**config.mk**
```make
export PLATFORM = sky130hd
export DESIGN_NAME = seg7_scan_driver
export DESIGN_NICKNAME = d
export VERILOG_FILES = /design/src/rtl/seg7_pkg.sv /design/src/rtl/seg7_scan_driver_bin2bcd.sv /design/src/rtl/seg7_scan_driver.sv
export SDC_FILE = /design/constraint.sdc
export NUM_CORES = 1
export LEC_CHECK = 0
export ABC_AREA = 1
export CAP_MARGIN = 20
export CELL_PAD_IN_SITES_DETAIL_PLACEMENT = 1
export CELL_PAD_IN_SITES_GLOBAL_PLACEMENT = 2
export CORE_MARGIN = 1.5
export CORE_UTILIZATION = 37
export CTS_CLUSTER_DIAMETER = 100
export DETAILED_ROUTE_END_ITERATION = 6
export GPL_ROUTABILITY_DRIVEN = 0
export GPL_TIMING_DRIVEN = 0
export PLACE_DENSITY_LB_ADDON = 0.1
export SLEW_MARGIN = 10
export SYNTH_ARGS = -nofsm -noshare
export SYNTH_HDL_FRONTEND = slang
export SYNTH_HIERARCHICAL = 1
export SYNTH_SLANG_ARGS = --single-unit
```
**constraint.sdc**
```tcl
create_clock -name clk -period 3.4 [get_ports clk]
set_clock_uncertainty 0.2 [all_clocks]
set_input_delay 0.68 -clock clk [delete_from_list [all_inputs] [get_ports clk]]
set_output_delay 0.68 -clock clk [all_outputs]
set_load 0.1 [all_outputs]
```
**src/rtl/seg7_pkg.sv**
```systemverilog
// Shared types, constants and segment decode for the 4-digit scan driver.
// Latency: n/a (types, constants and a pure function only).
// Backpressure: n/a.
package seg7_pkg;

  // Conversion engine states.
  typedef enum logic [1:0] {
    IDLE   = 2'd0,
    LOAD   = 2'd1,
    SHIFT  = 2'd2,
    COMMIT = 2'd3
  } conv_state_t;

  localparam int NUM_DIGITS  = 4;
  localparam int BIN_WIDTH   = 14;
  localparam int BCD_WIDTH   = 4 * NUM_DIGITS;
  localparam int MAX_DISPLAY = 9999;

  // Typed copies so comparisons and loads stay width-exact.
  localparam logic [BIN_WIDTH-1:0] MAX_DISPLAY_BIN = BIN_WIDTH'(MAX_DISPLAY);
  localparam logic [3:0]           SHIFT_COUNT     = 4'(BIN_WIDTH);

  // Active-low segment patterns, bit order {g,f,e,d,c,b,a}.
  localparam logic [6:0] SEG_BLANK = 7'b1111111;
  localparam logic [6:0] SEG_DASH  = 7'b0111111;

  // BCD nibble to active-low segment pattern; non-decimal codes go blank.
  function automatic logic [6:0] seg7_decode(input logic [3:0] nibble);
    logic [6:0] seg;
    case (nibble)
      4'd0:    seg = 7'b1000000;
      4'd1:    seg = 7'b1111001;
      4'd2:    seg = 7'b0100100;
      4'd3:    seg = 7'b0110000;
      4'd4:    seg = 7'b0011001;
      4'd5:    seg = 7'b0010010;
      4'd6:    seg = 7'b0000010;
      4'd7:    seg = 7'b1111000;
      4'd8:    seg = 7'b0000000;
      4'd9:    seg = 7'b0010000;
      default: seg = SEG_BLANK;
    endcase
    return seg;
  endfunction

endpackage

```
**src/rtl/seg7_scan_driver_bin2bcd.sv**
```systemverilog
// Sequential double-dabble binary-to-BCD converter holding the last shown digits.
// Latency: 16 clocks from the IDLE capture edge to the bcd_out/overflow update (busy high 15 cycles).
// Backpressure: none; bin_in is sampled only in IDLE, changes during a conversion are picked up afterwards.
module bin2bcd_seq
  import seg7_pkg::*;
(
  input  logic                 clk,
  input  logic                 reset,
  input  logic [BIN_WIDTH-1:0] bin_in,
  output logic [BCD_WIDTH-1:0] bcd_out,
  output logic                 overflow,
  output logic                 busy
);

  conv_state_t          state_q, state_d;
  logic [BIN_WIDTH-1:0] last_value_q, last_value_d;
  logic [BIN_WIDTH-1:0] bin_q, bin_d;
  logic [BCD_WIDTH-1:0] bcd_q, bcd_d;
  logic [3:0]           cnt_q, cnt_d;
  logic [BCD_WIDTH-1:0] shown_q, shown_d;
  logic                 ovf_q, ovf_d;
  logic                 busy_q, busy_d;

  // Add-3 correction of the accumulator ahead of each shift.
  logic [BCD_WIDTH-1:0] bcd_adj;

  // Per-nibble add-3 for every digit that would exceed 9 after doubling.
  always_comb begin
    bcd_adj = bcd_q;
    for (int i = 0; i < NUM_DIGITS; i++) begin
      if (bcd_q[4*i +: 4] >= 4'd5) begin
        bcd_adj[4*i +: 4] = bcd_q[4*i +: 4] + 4'd3;
      end
    end
  end

  // Next-state and datapath for the IDLE/LOAD/SHIFT/COMMIT engine.
  always_comb begin
    state_d      = state_q;
    last_value_d = last_value_q;
    bin_d        = bin_q;
    bcd_d        = bcd_q;
    cnt_d        = cnt_q;
    shown_d      = shown_q;
    ovf_d        = ovf_q;
    busy_d       = busy_q;

    case (state_q)
      IDLE: begin
        if (bin_in != last_value_q) begin
          last_value_d = bin_in;
          bin_d        = bin_in;
          state_d      = LOAD;
        end
      end
      LOAD: begin
        bcd_d   = '0;
        cnt_d   = SHIFT_COUNT;
        busy_d  = 1'b1;
        state_d = SHIFT;
      end
      SHIFT: begin
        // Bits shifted past the thousands nibble only matter for values
        // above 9999, which are shown as dashes anyway.
        {bcd_d, bin_d} = {bcd_adj, bin_q} << 1;
        cnt_d          = cnt_q - 4'd1;
        if (cnt_q == 4'd1) begin
          state_d = COMMIT;
        end
      end
      COMMIT: begin
        if (last_value_q > MAX_DISPLAY_BIN) begin
          // Keep the previous digits; the flag alone selects dashes.
          ovf_d = 1'b1;
        end else begin
          shown_d = bcd_q;
          ovf_d   = 1'b0;
        end
        busy_d  = 1'b0;
        state_d = IDLE;
      end
      default: begin
        state_d = IDLE;
      end
    endcase
  end

  // State registers; reset aborts any conversion in flight.
  always_ff @(posedge clk) begin
    if (reset) begin
      state_q      <= IDLE;
      last_value_q <= '0;
      bin_q        <= '0;
      bcd_q        <= '0;
      cnt_q        <= '0;
      shown_q      <= '0;
      ovf_q        <= 1'b0;
      busy_q       <= 1'b0;
    end else begin
      state_q      <= state_d;
      last_value_q <= last_value_d;
      bin_q        <= bin_d;
      bcd_q        <= bcd_d;
      cnt_q        <= cnt_d;
      shown_q      <= shown_d;
      ovf_q        <= ovf_d;
      busy_q       <= busy_d;
    end
  end

  assign bcd_out  = shown_q;
  assign overflow = ovf_q;
  assign busy     = busy_q;

endmodule

```
**src/rtl/seg7_scan_driver.sv**
```systemverilog
// 4-digit multiplexed common-anode 7-segment driver; optional LEADING_ZERO_BLANK_EN blanks leading zeros.
// Latency: conversion 16 clocks after capture; scan outputs registered one clock after the digit index.
// Backpressure: none; input changes during a conversion are held off until the engine returns to IDLE.
module seg7_scan_driver
  import seg7_pkg::*;
#(
  parameter int unsigned REFRESH_OVERFLOW = 2**19 - 1
) (
  input  logic        clk,
  input  logic        reset,
  input  logic [13:0] to_display_nr,
  output logic [3:0]  digit_select,
  output logic [6:0]  led_select,
  output logic        busy
);

  localparam int CNT_W = (REFRESH_OVERFLOW < 1) ? 1 : $clog2(REFRESH_OVERFLOW + 1);
  localparam logic [CNT_W-1:0] REFRESH_TERM = CNT_W'(REFRESH_OVERFLOW);

  logic [BCD_WIDTH-1:0] shown_bcd;
  logic                 shown_ovf;
  logic                 conv_busy;

  logic [CNT_W-1:0] refresh_cnt_q, refresh_cnt_d;
  logic [1:0]       digit_idx_q, digit_idx_d;
  logic [3:0]       digit_select_q, digit_select_d;
  logic [6:0]       led_select_q, led_select_d;
  logic [3:0]       cur_nibble;

  bin2bcd_seq u_bin2bcd (
    .clk      (clk),
    .reset    (reset),
    .bin_in   (to_display_nr),
    .bcd_out  (shown_bcd),
    .overflow (shown_ovf),
    .busy     (conv_busy)
  );

  // Refresh divider: the digit index steps once per counter wrap.
  always_comb begin
    refresh_cnt_d = refresh_cnt_q;
    digit_idx_d   = digit_idx_q;
    if (refresh_cnt_q == REFRESH_TERM) begin
      refresh_cnt_d = '0;
      digit_idx_d   = digit_idx_q + 2'd1;
    end else begin
      refresh_cnt_d = refresh_cnt_q + CNT_W'(1);
    end
  end

`ifdef LEADING_ZERO_BLANK_EN
  // A digit is blank when it and every digit to its left are zero; ones never blanks.
  logic [NUM_DIGITS-1:0] lz_blank;
  always_comb begin
    lz_blank    = '0;
    lz_blank[3] = (shown_bcd[15:12] == 4'd0);
    lz_blank[2] = lz_blank[3] && (shown_bcd[11:8] == 4'd0);
    lz_blank[1] = lz_blank[2] && (shown_bcd[7:4] == 4'd0);
  end
`endif

  // Anode and segment pattern for the digit currently selected by the index.
  always_comb begin
    cur_nibble     = shown_bcd[{digit_idx_q, 2'b00} +: 4];
    digit_select_d = ~(4'b0001 << digit_idx_q);
    led_select_d   = seg7_decode(cur_nibble);
    if (shown_ovf) begin
      led_select_d = SEG_DASH;
    end
`ifdef LEADING_ZERO_BLANK_EN
    else if (lz_blank[digit_idx_q]) begin
      // The anode still scans so all positions share the same duty cycle.
      led_select_d = SEG_BLANK;
    end
`endif
  end

  // Scan counters and registered display outputs.
  always_ff @(posedge clk) begin
    if (reset) begin
      refresh_cnt_q  <= '0;
      digit_idx_q    <= 2'd0;
      digit_select_q <= 4'b1111;
      led_select_q   <= SEG_BLANK;
    end else begin
      refresh_cnt_q  <= refresh_cnt_d;
      digit_idx_q    <= digit_idx_d;
      digit_select_q <= digit_select_d;
      led_select_q   <= led_select_d;
    end
  end

  assign digit_select = digit_select_q;
  assign led_select   = led_select_q;
  assign busy         = conv_busy;

endmodule
```
After elaboration in Yosys (flattened, before gate mapping)
Memories as Yosys holds them, arrays and structs flattened.
Index checks and enable logic that the tools add are counted.
{"block": "classes", "n_addsub": 7, "order_cmp": 5, "n_eq_ne": 8, "n_shift": 2, "mux": 14, "bitwise_logic": 2, "n_reduce_logical": 10}
{"operator": "$pmux W16 S2", "count": 1}
{"operator": "$pmux W14 S2", "count": 1}
{"operator": "$add A19 B1 Y19 const B", "count": 1}
{"operator": "$eq A19 B19 Y1 const B", "count": 1}
{"operator": "$ge A4 B3 Y1 const B", "count": 4}
{"operator": "$shiftx A16 B5 Y4", "count": 1}
{"operator": "$gt A14 B14 Y1 const B", "count": 1}
{"operator": "$mux W14", "count": 1}
{"operator": "$ne A14 B14 Y1", "count": 1}
{"operator": "$add A4 B2 Y4 const B", "count": 3}
{"operator": "$mux W4", "count": 3}
{"operator": "$pmux W2 S4", "count": 1}
{"operator": "$pmux W4 S2", "count": 1}
{"operator": "$reduce_and A2 Y1", "count": 4}
{"operator": "$mux W7", "count": 1}
{"operator": "$reduce_bool A2 Y1", "count": 3}
{"operator": "$eq A2 B2 Y1 const B", "count": 2}
{"operator": "$eq A4 B1 Y1 const B", "count": 1}
{"operator": "$mux W2", "count": 2}
{"operator": "$ne A2 B1 Y1 const B", "count": 2}
{"operator": "$not A4 Y4", "count": 1}
{"operator": "$reduce_or A2 Y1", "count": 2}
{"operator": "$shl A1 B2 Y4 const A", "count": 1}
{"operator": "$sub A4 B1 Y4 const B", "count": 1}
{"operator": "other kinds (8)", "count": 8}
{"block": "word_totals", "reg_bits": 100, "rom_bits": 112, "elab_cells": 62, "mem_count": 1}
{"name": "(no name shown)", "words": 16, "width": 7, "read_ports": 1, "rd_ports_with_merged_regs": 0, "wr": 0, "line_no": "seg7_pkg.sv:30", "rtl": "case (nibble)"}

Logic depth before layout (Yosys ltp)
{"block": "depth", "ltp_word": 3, "depth_mapped": 12, "ltp_nobuf": 11}

Modules after synthesis
The synthesis kept the hierarchy.
{"mod": "bin2bcd_seq", "n_inst": 1, "cells_per_inst": 513, "area_each_um2": 3397.0}
{"mod": "seg7_scan_driver", "n_inst": 1, "cells_per_inst": 228, "area_each_um2": 1697.9}

Worst setup path after synthesis
OpenSTA, ideal clock, no wires.
{"block": "synth_timing", "path_type": "input-to-reg", "startpoint": "in to_display_nr[1]", "endpoint": "reg u_bin2bcd.last_value_q[11]", "setup_ps": 116, "arrival_ps": 1578, "t_required_ps": 3084, "slack_ps": 1506, "stages": 12, "path_cell_list": "inv_1 nand2_1 nand2_1 nor2_1 nand2_1 nor2_2 nand2_1 nand2_2 inv_1 buf_6 nor2_1 nor2_1"}
{"block": "synth_between", "elab_chain_len": 2}
{"element": "start: declaration", "line_no": "seg7_scan_driver.sv:11", "rtl": "input logic [13:0] to_display_nr,"}
{"element": "$ne A14 B14 Y1", "line_no": "seg7_scan_driver_bin2bcd.sv:50", "rtl": "if (bin_in != last_value_q) begin"}
{"element": "$reduce_and A2 Y1 (no line)"}
{"element": "end signal: assignment", "line_no": "seg7_scan_driver_bin2bcd.sv:101", "rtl": "last_value_q <= last_value_d;"}
{"element": "end: declaration", "line_no": "seg7_scan_driver_bin2bcd.sv:16", "rtl": "logic [BIN_WIDTH-1:0] last_value_q, last_value_d;"}
Every way passes these cells.
A chain may end at the register's enable or synchronous reset.

Final worst setup path
{"block": "layout_timing", "startpoint": "reg u_bin2bcd.busy_q (netlist: u_bin2bcd/busy)", "endpoint": "out busy"}
{"element": "start: declaration", "line_no": "seg7_scan_driver_bin2bcd.sv:22", "rtl": "logic busy_q, busy_d;"}
{"element": "start signal: assignment", "line_no": "seg7_scan_driver_bin2bcd.sv:107", "rtl": "busy_q <= busy_d;"}
{"element": "end: declaration", "line_no": "seg7_scan_driver.sv:14", "rtl": "output logic busy"}
No word-level cell between the ends.

==> flow_metrics.tcl <==
set metrics [dict create \
    clk_pin_slew_worst_paths_ns 0.07 \
    postCtsSetupBuffers 0 \
    synthTopCellsByArea "dfxtp_1 39%, nand2_1 14%, nor2_1 8.8%" \
    cts_num_sinks 100 \
    fin_nets 820 \
    synth_xor_area_share_pct 1.89 \
    cts_tree "yes" \
    synth-seq-area-share_pct 39.3 \
    numCtsBuffers 9 \
    avgSynthCellArea_um2 6.88 \
    clock_latency_ns 0.35 \
    setup_viol 0 \
    io_pins 28 \
    yosysTopAreaCellShare_pct 39.3 \
    met2_usage_pct 34.7 \
    core_area_mm2 0.0133 \
    synth_compound_area_share_pct 10.8 \
    grt_overflow_total 0 \
    row_count 42 \
    hold_viol_final 0 \
    synth_nets 782 \
    syn_area_mm2 0.00509 \
    die_y_um 120 \
    grt_setup_unrepaired "no" \
    initial_utilization_pct 38.2 \
    synth_common_cells "190 x nand2_1, 119 x nor2_1, 100 x dfxtp_1" \
    first_pass_iters 4 \
    setup_tns_ns 0 \
    grt_pass1_wl_mm 23.3 \
    drive_gt1_share_pct 7.53 \
    min_path_type "flop to flop" \
    synth_most_common_cell "nand2_1" \
    crit_type "flop to output pin" \
    drt-vias-per-instance 4.80 \
    crit_family "buffers and inverters" \
    leakagePower_uw 0.00242 \
    syn_to_final_growth_pct 15.6 \
    antenna_found_initial 0 \
    yosys.area_share.simple_pct 32.3 \
    first_global_vias 4929 \
    post-route-min-period_ns 2.69 \
    worstPathRequired_ns 2.52 \
    grtUsageTotal_pct 20.1 \
    synth-async-reset-ratio_pct 0 \
    cp_slowest_cell "clkdlybuf4s50_1" \
    path_cells "clkdlybuf4s50_1" \
    dp_slack_ns 0.571 \
    ys_ff_latch 100 \
    drt_drc_violations_left 0 \
    ctsResizeCount 0 \
    cts_root_buf "clkbuf_16" \
    synth_cells 741 \
    diodes 0 \
    drt_iter0_drc 168 \
    gr-usage-met3_pct 2.41 \
    chipWidth_um 120 \
    vdd_drop_max_uv 438 \
    synth_flop_cell "dfxtp_1" \
    fillers 1761 \
    postCtsHoldBufs 0 \
    synth_fa_ha_area_share_pct 6.14 \
    ant_nets 0 \
    slew_headroom_pct 35.0 \
    portBuffers 27 \
    clockBufferDepth 2 \
    synth_top_family_by_area "simple AND/OR/NAND/NOR gates" \
    yosysTopAreaCell "dfxtp_1" \
    tightest_slew_ns 0.971 \
    h-tree-depth 3 \
    outcome "completed" \
    max_freq_ghz 0.371 \
    cp_data_arrival_time_ns 1.81 \
    setup_ws_ns 0.708 \
    synth_mux_area_share_pct 0 \
    crit_buf_inv 1 \
    wl_mm 13.5 \
    start_kind "flop" \
    grt_most_used_layer "met2" \
    grt_max_degree 17 \
    synth_edf_count 0 \
    ys_types 35 \
    wire_per_inst_um 14.1 \
    drv_slew 0 \
    grt_use_met1_pct 26.3 \
    ys_warn_count 6 \
    finalCritPeriodShare_pct 79.2 \
    via_count 4606 \
    dieArea_mm2 0.0145 \
    endpoint_kind "output pin" \
    crit_fanout 2 \
    slowest_delay_ns 1.13 \
    cap_violations 0 \
    hpwl_mm 10.4 \
    powerDensity_mw_per_mm2 702 \
]
## cell usage in the layout, fill, tap and decap left out, drive strengths merged
master and count:
clkinvlp 2, o21ai 57, clkbuf 20, a21oi 37, nor2 131, nand3 42
buf 9, clkdlybuf4s50 27, clkinv 5, o211ai 5, or2 3, dfxtp 100
xor2 9, ha 25, xnor2 2, nand4 5, nand2 198, nor3 9
bufinv 1, a31oi 2, a221oi 1, inv 94
## area by class of cell
type	count	area (µm²)	share of cell area [%]
inverters	96	363	6.16
well taps	176	220	3.74
multi-input cells	526	2610	44.2
repair buffers	27	270	4.59
clock buffers	10	239	4.06
clock inverters	6	63.8	1.08
plain buffers	19	125	2.12
flip-flops and latches	100	2000	34.0
## registers in the layout, summed over array words and instances, names as in the netlist
signal,count
led_select,7
u_bin2bcd/bin_q,14
u_bin2bcd/bcd_out,16
digit_select,4
u_bin2bcd/bcd_q,16
u_bin2bcd/last_value_q,14
u_bin2bcd/busy,1
u_bin2bcd/cnt_q,4
refresh_cnt_q,19
u_bin2bcd/overflow,1
digit_idx_q,2
u_bin2bcd/state_q,2
## routing by layer
metal,vias to the layer above,wire length (µm)
met1,2165,6700
met3,12,226
met2,45,6400
met4,0,174
met5,-,0
li1,2384,-
## worst reg2reg max path, stage by stage, from the launching register on
cell and delay, ns:
dfxtp_1 0.38, inv_1 0.08, ha_1 0.39, nand2_1 0.26
inv_1 0.22, buf_2 0.30, nand3_1 0.13, a21oi_1 0.14
## path summary, 6_finish.rpt
kind / from / endpoint / slack [ns] / depth (start not counted)
worst max register to register: u_bin2bcd/state_q[1] / u_bin2bcd/bcd_q[11] / 1.22 / 7
worst min register to register: refresh_cnt_q[17] / refresh_cnt_q[17] / 0.27 / 2
worst max-delay path: u_bin2bcd/busy / busy / 0.71 / 1
worst min-delay path: refresh_cnt_q[17] / refresh_cnt_q[17] / 0.27 / 2
## metrics by stage
step	cell area, µm²	total power, µW	utilization [%]	cells	hold WS [ns]
finish	5890	4130	44.1	960	0.267
global route	5890	4450	44.1	960	0.294
CTS	5890	4180	44.1	960	0.267
detailed placement	5590	3110	41.8	944	0.256
global placement	5590	3050	41.8	944	0.248
floorplan	5090	2680	-	741	0.237
## kinds of logic after synthesis
group	count (synthesis)
and+or+nand+nor	388
buffers and inverters	115
AOI/OAI and AO/OA	102
DFF	100
adders and majority gates	25
xor gates and xnor gates	11
## report_power, final
part	switching (µW)	leakage, µW	total [µW]	internal [µW]
Sequential	145	0.000819	1560	1410
Clock	464	0.000144	1050	590
Combinational	1050	0.00146	1520	471
(Power assumes the default switching activity.)
